### src/rtl/axis_read_address_if.sv
// AXI read-address (AR) channel bundle between the burst splitter and the AXI fabric.
interface axis_read_address_if #(
   parameter int ADDR_WIDTH = 32,
   parameter int LEN_WIDTH  = 4
);
   logic [ADDR_WIDTH-1:0] araddr;
   logic [LEN_WIDTH-1:0]  arlen;
   logic [2:0]            arsize;
   logic [1:0]            arburst;
   logic                  arvalid;
   logic                  arready;

   modport master (
      output araddr, arlen, arsize, arburst, arvalid,
      input  arready
   );

   modport slave (
      input  araddr, arlen, arsize, arburst, arvalid,
      output arready
   );
endinterface

### src/rtl/axis_read_address.sv
// Stream-read front end: takes a start address and a length in stream words, forwards the
// length to the read-data stage and splits the request into AXI INCR bursts that respect
// BURST_MAX and never cross a 4KB boundary.
//
// state | meaning
// IDLE  | waiting for a request; cfg_rdy_o follows data_cfg_rdy_i
// SETUP | size the next burst from remaining beats, BURST_MAX and the 4KB bound
// ISSUE | AR presented, held stable until axi_ar.arready
// NEXT  | burst accepted; back to IDLE when nothing remains, else size the next one
module axis_read_address #(
   parameter int CFG_DWIDTH     = 32,
   parameter int AXI_ADDR_WIDTH = 32,
   parameter int AXI_DATA_WIDTH = 64,
   parameter int WIDTH_RATIO    = 2,
   parameter int AXI_LEN_WIDTH  = 4,
   parameter int BURST_MAX      = 16
) (
   input  logic                  clk,
   input  logic                  rst,
   input  logic [CFG_DWIDTH-1:0] cfg_address_i,
   input  logic [CFG_DWIDTH-1:0] cfg_length_i,
   input  logic                  cfg_val_i,
   output logic                  cfg_rdy_o,
   output logic [CFG_DWIDTH-1:0] data_cfg_length_o,
   output logic                  data_cfg_val_o,
   input  logic                  data_cfg_rdy_i,
   axis_read_address_if.master   axi_ar
);

   localparam int BPB       = AXI_DATA_WIDTH / 8;
   localparam int BPB_SHIFT = $clog2(BPB);
   localparam int WR_SHIFT  = $clog2(WIDTH_RATIO);

   localparam logic [CFG_DWIDTH-1:0]     WR_MASK     = CFG_DWIDTH'(WIDTH_RATIO - 1);
   localparam logic [CFG_DWIDTH-1:0]     BURST_MAX_C = CFG_DWIDTH'(BURST_MAX);
   localparam logic [AXI_ADDR_WIDTH-1:0] BPB_MASK    = AXI_ADDR_WIDTH'(BPB - 1);

   typedef enum logic [3:0] {
      IDLE  = 4'b0001,
      SETUP = 4'b0010,
      ISSUE = 4'b0100,
      NEXT  = 4'b1000
   } state_t;

   state_t                    state_q;
   logic [AXI_ADDR_WIDTH-1:0] addr_q;
   logic [CFG_DWIDTH-1:0]     remaining_q;
   logic [AXI_ADDR_WIDTH-1:0] araddr_q;
   logic [AXI_LEN_WIDTH-1:0]  arlen_q;
   logic                      arvalid_q;

   logic                      accept;
   logic [CFG_DWIDTH-1:0]     remaining_d;
   logic [12:0]               bound_bytes;
   logic [CFG_DWIDTH-1:0]     bound_beats;
   logic [CFG_DWIDTH-1:0]     burst_d;
   logic [CFG_DWIDTH-1:0]     burst_beats;
   logic [AXI_ADDR_WIDTH-1:0] addr_inc;

   // Request handshake and length forward are combinational so the read-data stage
   // sees its config in the same cycle the request is taken.
   always_comb begin
      cfg_rdy_o         = (state_q == IDLE) && data_cfg_rdy_i && !rst;
      accept            = cfg_val_i && cfg_rdy_o;
      data_cfg_val_o    = accept && (cfg_length_i != '0);
      data_cfg_length_o = cfg_length_i;
   end

   // Beat count rounds a partial final beat up; the read-data stage drops the surplus words.
   always_comb begin
      remaining_d = (cfg_length_i >> WR_SHIFT) + CFG_DWIDTH'((cfg_length_i & WR_MASK) != '0);
   end

   // Burst size is the smallest of what is left, BURST_MAX and the beats to the next 4KB line.
   always_comb begin
      bound_bytes = 13'h1000 - {1'b0, addr_q[11:0]};
      bound_beats = CFG_DWIDTH'(bound_bytes >> BPB_SHIFT);
      burst_d     = remaining_q;
      if (BURST_MAX_C < burst_d) burst_d = BURST_MAX_C;
      if (bound_beats < burst_d) burst_d = bound_beats;
      burst_beats = CFG_DWIDTH'(arlen_q) + CFG_DWIDTH'(1);
      addr_inc    = (AXI_ADDR_WIDTH'(arlen_q) + AXI_ADDR_WIDTH'(1)) << BPB_SHIFT;
   end

   // Sequencer: request capture, burst sizing, AR issue and bookkeeping.
   always_ff @(posedge clk) begin
      if (rst) begin
         state_q     <= IDLE;
         addr_q      <= '0;
         remaining_q <= '0;
         araddr_q    <= '0;
         arlen_q     <= '0;
         arvalid_q   <= 1'b0;
      end else begin
         unique case (state_q)
            IDLE: begin
               if (accept && (cfg_length_i != '0)) begin
                  addr_q      <= AXI_ADDR_WIDTH'(cfg_address_i) & ~BPB_MASK;
                  remaining_q <= remaining_d;
                  state_q     <= SETUP;
               end
            end
            SETUP: begin
               araddr_q  <= addr_q;
               arlen_q   <= AXI_LEN_WIDTH'(burst_d - CFG_DWIDTH'(1));
               arvalid_q <= 1'b1;
               state_q   <= ISSUE;
            end
            ISSUE: begin
               if (axi_ar.arready) begin
                  arvalid_q   <= 1'b0;
                  addr_q      <= addr_q + addr_inc;
                  remaining_q <= remaining_q - burst_beats;
                  state_q     <= NEXT;
               end
            end
            NEXT: begin
               state_q <= (remaining_q == '0) ? IDLE : SETUP;
            end
            default: begin
               state_q   <= IDLE;
               arvalid_q <= 1'b0;
            end
         endcase
      end
   end

   // AR outputs come straight from registers; valid is also masked while reset is held.
   always_comb begin
      axi_ar.araddr  = araddr_q;
      axi_ar.arlen   = arlen_q;
      axi_ar.arsize  = 3'(BPB_SHIFT);
      axi_ar.arburst = 2'b01;
      axi_ar.arvalid = arvalid_q && !rst;
   end

endmodule

### src/flat_wrapper.sv
// flat-port wrapper written by rule: the top's interface ports become plain ports
module axis_read_address_flat 
#(
   parameter int CFG_DWIDTH     = 32,
   parameter int AXI_ADDR_WIDTH = 32,
   parameter int AXI_DATA_WIDTH = 64,
   parameter int WIDTH_RATIO    = 2,
   parameter int AXI_LEN_WIDTH  = 4,
   parameter int BURST_MAX      = 16
)
  (clk, rst, cfg_address_i, cfg_length_i, cfg_val_i, cfg_rdy_o, data_cfg_length_o, data_cfg_val_o, data_cfg_rdy_i, axi_ar_araddr, axi_ar_arlen, axi_ar_arsize, axi_ar_arburst, axi_ar_arvalid, axi_ar_arready);
  axis_read_address_if #(.ADDR_WIDTH(32), .LEN_WIDTH(4)) axi_ar_i ();
  input  logic clk;
  input  logic rst;
  input  logic [CFG_DWIDTH-1:0] cfg_address_i;
  input  logic [CFG_DWIDTH-1:0] cfg_length_i;
  input  logic cfg_val_i;
  output logic cfg_rdy_o;
  output logic [CFG_DWIDTH-1:0] data_cfg_length_o;
  output logic data_cfg_val_o;
  input  logic data_cfg_rdy_i;
  output wire logic [$bits(axi_ar_i.araddr)-1:0] axi_ar_araddr;
  output wire logic [$bits(axi_ar_i.arlen)-1:0] axi_ar_arlen;
  output wire logic [$bits(axi_ar_i.arsize)-1:0] axi_ar_arsize;
  output wire logic [$bits(axi_ar_i.arburst)-1:0] axi_ar_arburst;
  output wire logic [$bits(axi_ar_i.arvalid)-1:0] axi_ar_arvalid;
  input wire logic [$bits(axi_ar_i.arready)-1:0] axi_ar_arready;
  assign axi_ar_araddr = axi_ar_i.araddr;
  assign axi_ar_arlen = axi_ar_i.arlen;
  assign axi_ar_arsize = axi_ar_i.arsize;
  assign axi_ar_arburst = axi_ar_i.arburst;
  assign axi_ar_arvalid = axi_ar_i.arvalid;
  assign axi_ar_i.arready = axi_ar_arready;
  axis_read_address #(.CFG_DWIDTH(CFG_DWIDTH), .AXI_ADDR_WIDTH(AXI_ADDR_WIDTH), .AXI_DATA_WIDTH(AXI_DATA_WIDTH), .WIDTH_RATIO(WIDTH_RATIO), .AXI_LEN_WIDTH(AXI_LEN_WIDTH), .BURST_MAX(BURST_MAX)) u_core (.clk(clk), .rst(rst), .cfg_address_i(cfg_address_i), .cfg_length_i(cfg_length_i), .cfg_val_i(cfg_val_i), .cfg_rdy_o(cfg_rdy_o), .data_cfg_length_o(data_cfg_length_o), .data_cfg_val_o(data_cfg_val_o), .data_cfg_rdy_i(data_cfg_rdy_i), .axi_ar(axi_ar_i));
endmodule
### config.mk
export PLATFORM = sky130hd
export DESIGN_NAME = axis_read_address_flat
export DESIGN_NICKNAME = d
export VERILOG_FILES = /design/src/rtl/axis_read_address_if.sv /design/src/rtl/axis_read_address.sv /design/src/flat_wrapper.sv
export SDC_FILE = /design/constraint.sdc
export NUM_CORES = 1
export LEC_CHECK = 0
export ABC_AREA = 1
export BUFFER_PORTS_ARGS = -buffer_cell sky130_fd_sc_hd__buf_2
export CAP_MARGIN = 15
export CORE_UTILIZATION = 34
export CTS_CLUSTER_DIAMETER = 80
export DETAILED_ROUTE_END_ITERATION = 7
export REMOVE_ABC_BUFFERS = 1
export SLEW_MARGIN = 0
export SYNTH_ARGS = -nofsm -noshare
export SYNTH_HDL_FRONTEND = slang
export SYNTH_SLANG_ARGS = --single-unit
### constraint.sdc
create_clock -name clk -period 3.65 [get_ports clk]
set_input_delay 0.5475 -clock clk [delete_from_list [all_inputs] [get_ports clk]]
set_output_delay 0.5475 -clock clk [all_outputs]
set_load 0.03 [all_outputs]
== Word level (Yosys, flattened, before mapping) ==
Cells that the tools add are included.
Operators by class
  add/sub/neg operators: 6
  $mul: 0
  divide/modulo/power cells: 0
  magnitude comparators: 2
  equal/unequal tests: 6
  shift-type cells: 0
  multiplexer cells: 14
  bitwise logic cells: 1
  reductions and logical operators: 13
Operator list (number)
  $mux 32: 5
  $pmux 32 s2: 2
  $add 31x1->32: 1
  $add 32x32->32: 1
  $logic_not 32->1: 1
  $lt 10x32->1: 1
  $lt 5x32->1 const A: 1
  $reduce_bool 32->1: 1
  $sub 32x32->32: 1
  $pmux 4 s4: 1
  $sub 13x12->13 const A: 1
  $mux 4: 3
  $add 4x1->5 const B: 1
  $logic_and 1x1->1: 5
  $eq 4x1->1 const B: 1
  $eq 4x2->1 const B: 1
  $eq 4x3->1 const B: 1
  $eq 4x4->1 const B: 1
  $ne 2x2->1 const B: 2
  $reduce_and 2->1: 2
  $sub 4x1->4 const B: 1
  $pmux 1 s3: 1
  $reduce_and 3->1: 1
  $mux 2: 1
  other kinds (5): 5
Word-level totals
  flip-flop bits (word level): 105
  latch bits: 0
  RAM bits: 0
  ROM bits: 0
  input bits: 69
  logic and storage cells: 48
  memories kept: 0

== Logic depth before layout (Yosys ltp) ==
Gate-level depths: netlist of run 1.
  word-level depth: 7
  gate-level depth with buffers: 22
  depth with buffers taken out: 22

== Least setup slack after synthesis of run 1 ==
No wires, ideal clock.
  kind: register to register
  from: reg u_core.arlen_q[1], in the netlist u_core.axi_ar.arlen[1]
  to: reg u_core.remaining_q[31]
  library setup time: 117 ps
  data arrival time: 2780 ps
  slack: 753 ps
  stages on the path, launching flop included: 20
  period minus slack after synthesis: 2897 ps
  cells stage by stage: dfxtp_1 ha_1 xor2_1 inv_1 ha_1 a21oi_1 nand2_1 nand2_2 o21ai_2 nor2_4 nand2_2 nor2_4 nand3_2 nor2_4 nand2_4 nor2_8 nand3_1 xnor2_1 a21oi_1 nor2_1
On the way
  cells in the longest elaborated chain, start to end: 4
RTL lines
  start: declaration: RTL line axis_read_address.sv:49  | logic [AXI_LEN_WIDTH-1:0] arlen_q;
  start signal: assignment: RTL line axis_read_address.sv:105  | arlen_q <= AXI_LEN_WIDTH'(burst_d - CFG_DWIDTH'(1));
  $add 4x1->5: RTL line axis_read_address.sv:81  | burst_beats = CFG_DWIDTH'(arlen_q) + CFG_DWIDTH'(1);
  $sub 32x32->32: RTL line axis_read_address.sv:113  | remaining_q <= remaining_q - burst_beats;
  $mux 32: RTL line axis_read_address.sv:110  | if (axi_ar.arready) begin
  $pmux 32 s2: RTL line axis_read_address.sv:95  | unique case (state_q)
  end signal: assignment: RTL line axis_read_address.sv:99  | remaining_q <= remaining_d;
  end signal: assignment: RTL line axis_read_address.sv:113
  end: declaration: RTL line axis_read_address.sv:47  | logic [CFG_DWIDTH-1:0] remaining_q;
No other way between the ends. The select of a mux whose other input is x is not followed.
A chain may end at the register's enable or synchronous reset.

== Worst setup path in the final report of run 1 ==
  from: reg u_core.arlen_q[2], in the netlist u_core.axi_ar.arlen[2]
  to: reg u_core.addr_q[31]
On the way
  cells in the longest elaborated chain, start to end: 4
RTL lines
  $add 4x1->5: RTL line axis_read_address.sv:82  | addr_inc = (AXI_ADDR_WIDTH'(arlen_q) + AXI_ADDR_WIDTH'(1)) << BPB_SHIFT;
  $add 32x32->32: RTL line axis_read_address.sv:112  | addr_q <= addr_q + addr_inc;
  $mux 32: RTL line axis_read_address.sv:110
  $pmux 32 s2: RTL line axis_read_address.sv:95
  end signal: assignment: RTL line axis_read_address.sv:98  | addr_q <= AXI_ADDR_WIDTH'(cfg_address_i) & ~BPB_MASK;
  end signal: assignment: RTL line axis_read_address.sv:112
  end: declaration: RTL line axis_read_address.sv:46  | logic [AXI_ADDR_WIDTH-1:0] addr_q;
No other way between the ends. The select of a mux whose other input is x is not followed.

==> impl_metrics.toml, run 1 <==
[power]
power_frac_clock_pct = 25.3
p_per_area_nw_per_um2 = 505
intPower_mw = 2.43
combPwrFrac_pct = 42.9
vdd_drop_max_v = 0.000200
switching_share_pct = 41.6
seqPwrFrac_pct = 31.8
power_leakage_nw = 3.68
switchingPower_mw = 1.73

[drt]
drt_iter0_drc = 401
via_per_inst = 4.95
drt_pre_antenna_iters = 7
drc_errors = 0
ant_nets = 0
drt_wl_total_um = 20000
dr_total_vias = 7153
wl_per_cell_um = 13.8

[synthesis]
async_reset_ff_share_pct = 0
synthTopCellsByArea = "dfxtp_1 (27%), nand2_1 (8.8%), nor2_1 (6.8%), a21oi_1 (6.5%), o21ai_0 (6.4%)"
synth_cell_types = 49
synthesis.instances = 1083
synth_warnings = 0
post-synth-top-count-cell = "nand2_1"
yosysTopAreaCell = "dfxtp_1"
ys_ff_latch = 99
synth_commonest_cells = "nand2_1 (171), nor2_1 (132), dfxtp_1 (99)"
synth-edff-count = 0
netlist.area_leader.share_pct = 27.3
netlist_area_sq_um = 7260
syn-mean-instance-area_sq_um = 6.70
synth_ff_type = "dfxtp_1"
yosysSeqAreaShare_pct = 27.3

[setup_path]
reg2reg_to = "u_core.addr_q[31]"
reg2reg_depth = 16
cp-end-kind = "flop"
reg2reg_slack_ns = 0.46
startpoint_type = "flop"
critPathRequiredTime_ns = 3.88
r2r-start = "u_core.axi_ar.arlen[2]"
path_class = "reg2reg"
cp.arrival_ns = 3.42
critPathMaxFanout = 5

[sta]
tightest_slew_ns = 1.06
finalSetupViolations = 0
fmax_mhz = 314
period_minus_slack_ns = 3.19
slew_viol_final = 0
whs_ns = 0.462
fin_crit_sh_pct = 87.4
rsz0062_at_grt = "no"
skew_ns = 0.00778
relSlewSlack_pct = 29.1
setup_slack_ns = 0.461
hold_violations = 0

[floorplanning]
chipHeight_um = 148
fp.coreArea_sq_um = 21000
io_pins = 145
fp-row-count = 53
die_w_um = 148
die_area_sq_um = 21900
start_util_pct = 34.6

[clock_network]
cts_root_buf = "clkbuf_16"
htree_levels = 3
cts_sinks = 99
cts_tree = "built"
clk_latency_ns = 0.36
cts_resized = 0
postCtsSetupBuffers = 0
numCtsBuffers = 9
clk_pin_slew_ns = 0.07
clockBufferDepth = 2
cts_hold_buffers = 0

[min_path]
hold_start = "cfg_address_i[6]"
hold_depth = 3
hp-class = "in2reg"
min_to = "u_core.addr_q[6]"

[finish]
fin_area_sq_um = 8230
drive_above_1_share_pct = 19.6
fillerInstances = 2272
area_growth_pct = 13.4
fin_nets = 1261
post-route-util_pct = 39.3

[global_routing]
antenna_found_initial = 1
overflow = 0
grt.total_usage_pct = 18.4
grt_max_degree = 64
first_global_vias = 6418
grt_pass1_wl_um = 32300

[placed_design]
portBuffers = 133
place_hpwl_um = 14400
place.gp.congestion = 0.818
dpl_cell_area_sq_um = 7910
pre_cts_ws_ns = 0.437

[run]
maxCapViolCount = 0

[run_status]
outcome = "finished, final reports clean"
-- layout by cell type (no fill, tap or decap), types with 14 or more instances in the layout --
cell     synthesis  layout
a21oi_1         95      95
a31oi_1         17      17
buf_2            6     133
dfxtp_1         99      99
ha_1            26      26
inv_1           97      97
nand2_1        171     171
nand3_1         45      45
nand4_1         18      18
nor2_1         132     132
nor2_2          14      14
nor3_1          23      22
nor4_1          14      14
o21ai_0         93      93
xnor2_1         15      15
xor2_1          39      39
-- layer usage --
layer  track usage (%)  wire length [um]
met1              24.5              9650
met2              30.5              9380
met5                 0                 0
met3              3.74               800
met4              4.23               182
-- power by group through the flow --
stage,logic [mW],clock network (mW),registers [mW]
CTS,1.79,1.08,1.32
floorplan,1.25,0,1.39
detailed placement,1.78,0,1.34
finish,1.78,1.05,1.32
global placement,1.77,0,1.34
global route,2.02,1.12,1.34
-- worst max-delay path, stage by stage, from the launching register on --
cell and delay (ns):
dfxtp_1 0.43, nand3_1 0.13, xor2_1 0.28, inv_1 0.08, ha_1 0.35, nand3_1 0.10, nand2_1 0.11, a21oi_1 0.08
nor2_2 0.14, nand2_1 0.15, nor3_4 0.23, nand4_1 0.26, nor3b_1 0.32, or2_2 0.16, a31oi_1 0.07, nor2_1 0.12
nor2_1 0.04
-- through the flow --
stage          std cells  power [mW]  TNS [ns]
2_1_floorplan       1011        2.64    -24.30
3_3_place_gp        1428        3.11         0
3_5_place_dp        1428        3.13         0
4_1_cts             1444        4.19         0
5_1_grt             1444        4.47         0
6_report            1445        4.16         0
-- area by class of cell --
cell class | count | area, sq um | share of cell area [%]
tap | 275 | 344 | 4.18
clock inverter | 7 | 91.3 | 1.11
sequential | 99 | 1980 | 24.1
inverter | 109 | 409 | 4.97
clock buffer | 9 | 225 | 2.74
antenna | 1 | 2.50 | 0.0304
timing repair buffer | 142 | 733 | 8.91
multi-input combinational | 803 | 4450 | 54.0
-- cell families after synthesis --
family / synth area share, %
simple gates: 30.5
compound gates: 18.5
buf+inv: 12.1
flops: 27.3
xor+xnor: 6.52
fa+ha+maj: 5.03
other cells: 0.103
-- registers in the layout, summed over array words and instances (netlist names) --
register and cells:
u_core.state_q 4, u_core.axi_ar.araddr 29, u_core.arvalid_q 1, u_core.addr_q 29, u_core.remaining_q 32, u_core.axi_ar.arlen 4
-- worst max-delay path by stage --
| stage | start | endpoint | slack (ns) | depth (start not counted) |
|---|---|---|---|---|
| floorplan | u_core.state_q[0] | u_core.addr_q[31] | -0.56 | 12 |
| global placement | cfg_length_i[0] | u_core.addr_q[31] | 0.44 | 14 |
| detailed placement | cfg_length_i[0] | u_core.addr_q[31] | 0.44 | 14 |
| CTS | u_core.axi_ar.arlen[2] | u_core.addr_q[31] | 0.47 | 16 |
| global route | u_core.axi_ar.arlen[2] | u_core.addr_q[31] | 0.18 | 16 |
| finish | u_core.axi_ar.arlen[2] | u_core.addr_q[31] | 0.46 | 16 |
(Power assumes the default switching activity.)
==> run 2, diff against run 1 <==
Settings changed: PLACE_DENSITY set to 0.55.
==> impl_metrics.toml, run 2 (same netlist as run 1, synthesis figures left out) <==
[clock_network]
cts_resized = 0
clk_pin_slew_ns = 0.07
cts_hold_buffers = 0
numCtsBuffers = 9
clockBufferDepth = 2
htree_levels = 3
cts_sinks = 99
postCtsSetupBuffers = 0
clk_latency_ns = 0.35
cts_tree = "built"
cts_root_buf = "clkbuf_16"

[sta]
fmax_mhz = 325
slew_viol_final = 0
tightest_slew_ns = 1.03
period_minus_slack_ns = 3.08
finalSetupViolations = 0
rsz0062_at_grt = "no"
fin_crit_sh_pct = 84.2
skew_ns = 0.0134
relSlewSlack_pct = 31.5
hold_violations = 0

[power]
power_frac_clock_pct = 23.7
vdd_drop_max_v = 0.000221
p_per_area_nw_per_um2 = 499
combPwrFrac_pct = 44.0
switchingPower_mw = 1.73
power_leakage_nw = 3.67
intPower_mw = 2.37
switching_share_pct = 42.1
seqPwrFrac_pct = 32.2

[global_routing]
antenna_found_initial = 0
grt_pass1_wl_um = 32800
grt_max_degree = 66
grt.total_usage_pct = 18.7
overflow = 0
first_global_vias = 6522

[finish]
fillerInstances = 2340
final_cell_mix = "nand2_1 (171), buf_2 (133), nor2_1 (132)"
drive_above_1_share_pct = 19.5
registers.top_by_ff_count = "u_core.remaining_q"
final_common_cell = "nand2_1"
n_antenna_cell = 0
largest_reg_flops = 32
fin_nets = 1261
area_growth_pct = 13.2
fin_area_sq_um = 8220
fin_cells = 1444

[setup_path]
startpoint_type = "flop"
reg2reg_to = "u_core.addr_q[28]"
r2r-start = "u_core.axi_ar.arlen[0]"
startpoint = "u_core.axi_ar.arlen[0]"
critPathMaxFanout = 5
critPathRequiredTime_ns = 3.94
cp.arrival_ns = 3.36
path_class = "reg2reg"
cp-end-kind = "flop"
reg2reg_depth = 15
reg2reg_slack_ns = 0.57

[min_path]
min_to = "u_core.addr_q[25]"
hold_depth = 2
hp-class = "reg2reg"
hold_start = "u_core.addr_q[25]"

[drt]
via_per_inst = 4.93
dr_total_vias = 7120
drt_wl_total_um = 20100
wl_per_cell_um = 13.9
drc_errors = 0
ant_nets = 0
drt_pre_antenna_iters = 5
drt_iter0_drc = 460

[placed_design]
placed_cells = 1428
place_hpwl_um = 14500
dpl_cell_area_sq_um = 7930
portBuffers = 133
place.gp.congestion = 0.818

[floorplanning]
fp.coreArea_sq_um = 21000
fp-row-count = 53
chipHeight_um = 148
die_w_um = 148
die_area_sq_um = 21900
start_util_pct = 34.6
io_pins = 145

[run]
maxCapViolCount = 0

[run_status]
outcome = "finished, final reports clean"
[run 2: area by class of cell]
cell class,instances,area (sq um),area share (%)
sequential,99,1980,24.1
tap,275,344,4.19
clock inverter,6,62.6,0.761
inverter,109,409,4.98
timing repair buffer,142,746,9.07
multi-input combinational,803,4450,54.1
clock buffer,10,229,2.79
[run 2: worst max path at each step]
stage / to / slack [ns]
after global routing: u_core.addr_q[31] / 0.25
after CTS: u_core.remaining_q[29] / 0.56
after detailed placement: u_core.remaining_q[29] / 0.57
after global placement: u_core.remaining_q[29] / 0.61
final: u_core.addr_q[28] / 0.57
after floorplan: u_core.addr_q[31] / -0.56
[run 2: power by group through the flow]
| stage | clock network (mW) | registers, mW | logic (mW) |
|---|---|---|---|
| finish | 0.972 | 1.32 | 1.80 |
| floorplan | 0 | 1.39 | 1.25 |
| CTS | 1.00 | 1.32 | 1.83 |
| global route | 1.04 | 1.34 | 2.06 |
| global placement | 0 | 1.34 | 1.79 |
| detailed placement | 0 | 1.35 | 1.82 |
[run 2: through the flow]
stage	TNS, ns	hold WS [ns]	worst slack (ns)	power [mW]	utilization [%]
2_1_floorplan	-24.30	0.433	-0.562	2.64	-
3_3_place_gp	0	0.454	0.611	3.14	37.8
3_5_place_dp	0	0.455	0.569	3.16	37.8
4_1_cts	0	0.452	0.562	4.15	39.2
5_1_grt	0	0.480	0.248	4.45	39.2
6_report	0	0.465	0.575	4.10	39.2
[run 2: critical path, stage by stage (launching register included)]
cell and delay [ns]:
dfxtp_1 0.34, ha_1 0.23, xor2_1 0.18, ha_1 0.38, a21o_1 0.15, a31oi_1 0.07
o21ai_2 0.26, nand2_1 0.12, nor2_2 0.19, nand2_1 0.15, nor2_1 0.18, nand4_1 0.17
or2_0 0.25, nand3_1 0.07, o211ai_1 0.09, a21oi_1 0.16
[run 2: layer usage]
layer	up-vias	GRT usage (%)	part of all wire (%)	routed length, um
met1	3291	25.6	49	9890
met5	-	0	0	0
li1	3717	-	-	-
met2	105	30.6	47	9390
met4	0	2.78	0.46	93
met3	7	3.74	3.8	772
==> run 3, diff against run 2 <==
Clock period 3.65 ns to 3.1 ns, I/O delays scaled along.
==> impl_metrics.toml, run 3 (same netlist as run 1, synthesis figures left out) <==
[drt]
ant_nets = 0
wl_per_cell_um = 13.9
drt_wl_total_um = 20200
drt_pre_antenna_iters = 4
drc_errors = 0
dr_total_vias = 7170
drt_iter0_drc = 389
via_per_inst = 4.93

[sta]
slew_viol_final = 0
tightest_slew_ns = 0.719
relSlewSlack_pct = 52.1
fin_crit_sh_pct = 93.2
fmax_mhz = 346
finalSetupViolations = 0
rsz0062_at_grt = "yes"
hold_violations = 0
period_minus_slack_ns = 2.89
skew_ns = 0.00953

[placed_design]
place_hpwl_um = 14500
portBuffers = 133
place.gp.congestion = 0.804

[clock_network]
cts_root_buf = "clkbuf_16"
cts_tree = "built"
clk_pin_slew_ns = 0.07
clk_latency_ns = 0.35
cts_sinks = 99
numCtsBuffers = 9
clockBufferDepth = 2
htree_levels = 3

[global_routing]
grt_max_degree = 64
grt_pass1_wl_um = 33100
grt.total_usage_pct = 18.8
first_global_vias = 6602
antenna_found_initial = 0
overflow = 0

[floorplanning]
fp-row-count = 53
io_pins = 145
die_w_um = 148
die_area_sq_um = 21900
chipHeight_um = 148
fp.coreArea_sq_um = 21000
start_util_pct = 34.6

[finish]
final_common_cell = "nand2_1"
area_growth_pct = 15.4
post-route-util_pct = 40.0
multiInputGateArea_sq_um = 4510
largest_reg_flops = 32
seq_area_sq_um = 1990
n_antenna_cell = 0
registers.top_by_ff_count = "u_core.remaining_q"
fin_nets = 1273
fillerInstances = 2320
drive_above_1_share_pct = 21.3
final_cell_mix = "nand2_1 (170), buf_2 (133), nor2_1 (130)"

[setup_path]
startpoint_type = "flop"
startpoint = "u_core.axi_ar.arlen[2]"
critPathMaxFanout = 5
r2r-start = "u_core.axi_ar.arlen[2]"
cp_cell_sequence = "nand3_1 > xor2_2 > inv_1 > ha_1 > nand3_1 > nand2_1 > a21oi_1 > nor2_2 > nand2_1 > nor3_4 > nand4_1 > buf_4 > nor2_1 > xor2_1 > o21ai_0 > a21oi_1"
cpPeakStageDelay_ns = 0.39
reg2reg_to = "u_core.addr_q[27]"
path_class = "reg2reg"
reg2reg_slack_ns = 0.21
reg2reg_depth = 16
critPathTopFamily = "simple AND/OR/NAND/NOR gates"
cp-end-kind = "flop"
cp.arrival_ns = 3.18
critical_path_buf_inv_count = 2
critPathCapture = "u_core.addr_q[27]"
cp_num_cells = 16
slowest_stage = "dfxtp_2"
critPathRequiredTime_ns = 3.39

[min_path]
hp-class = "in2reg"
hold_start = "cfg_address_i[4]"

[power]
fin_total_pwr_mw = 4.90
power_leakage_nw = 3.73
p_per_area_nw_per_um2 = 585
vdd_drop_max_v = 0.000259

[run]
maxCapViolCount = 0

[run_status]
outcome = "finished, final reports clean"
run 3: timing repair:
action / 4_1_cts / 5_1_grt
setup endpoints to repair: 0 / 13
hold buffers: 0 / 0
gates resized for setup: 0 / 17
setup buffers: 0 / 2
run 3: worst min-delay path by stage:
stage / to / depth (start not counted)
after floorplan: u_core.arvalid_q / 2
after global placement: u_core.addr_q[25] / 2
after detailed placement: u_core.arvalid_q / 2
after CTS: u_core.addr_q[6] / 3
after global routing: u_core.addr_q[3] / 3
final: u_core.addr_q[4] / 3
run 3: metal layers:
layer / part of all wire (%) / wire [um] / vias up / global-route usage, %
met1: 49 / 9930 / 3305 / 25.7
met4: 0.74 / 149 / 0 / 3.71
met2: 46 / 9310 / 114 / 30.2
met3: 4.3 / 863 / 11 / 4.20
li1: - / - / 3740 / -
met5: 0 / 0 / - / 0
run 3: worst reg2reg max path, cell delays in order, from the launching register on:
cell and delay [ns]:
dfxtp_2 0.39, nand3_1 0.14, xor2_2 0.19, inv_1 0.08, ha_1 0.35, nand3_1 0.09
nand2_1 0.10, a21oi_1 0.08, nor2_2 0.14, nand2_1 0.12, nor3_4 0.26, nand4_1 0.20
buf_4 0.21, nor2_1 0.11, xor2_1 0.15, o21ai_0 0.09, a21oi_1 0.14
run 3: per-stage QoR:
| step | TNS [ns] | hold slack, ns | area, sq um | setup WS, ns | std cells |
|---|---|---|---|---|---|
| floorplan | -69.66 | 0.433 | 6830 | -1.11 | 1011 |
| finish | 0 | 0.376 | 8380 | 0.212 | 1454 |
| global route | -0.0299 | 0.383 | 8380 | -0.0106 | 1454 |
| detailed placement | 0 | 0.456 | 8010 | 0.127 | 1438 |
| global placement | 0 | 0.456 | 8010 | 0.168 | 1438 |
| CTS | 0 | 0.371 | 8290 | 0.111 | 1452 |
run 3: cell type report:
| class | instances | area share, % |
|---|---|---|
| Multi-Input combinational cell | 803 | 53.9 |
| Clock inverter | 2 | 0.463 |
| Sequential cell | 99 | 23.7 |
| Clock buffer | 12 | 2.82 |
| Tap cell | 275 | 4.11 |
| Timing Repair Buffer | 154 | 10.1 |
| Inverter | 109 | 4.88 |
run 3: power breakdown:
part | total [mW] | switching, mW | internal [mW]
sequential | 1.56 | 0.145 | 1.42
clock | 1.13 | 0.513 | 0.621
combinational | 2.20 | 1.39 | 0.812
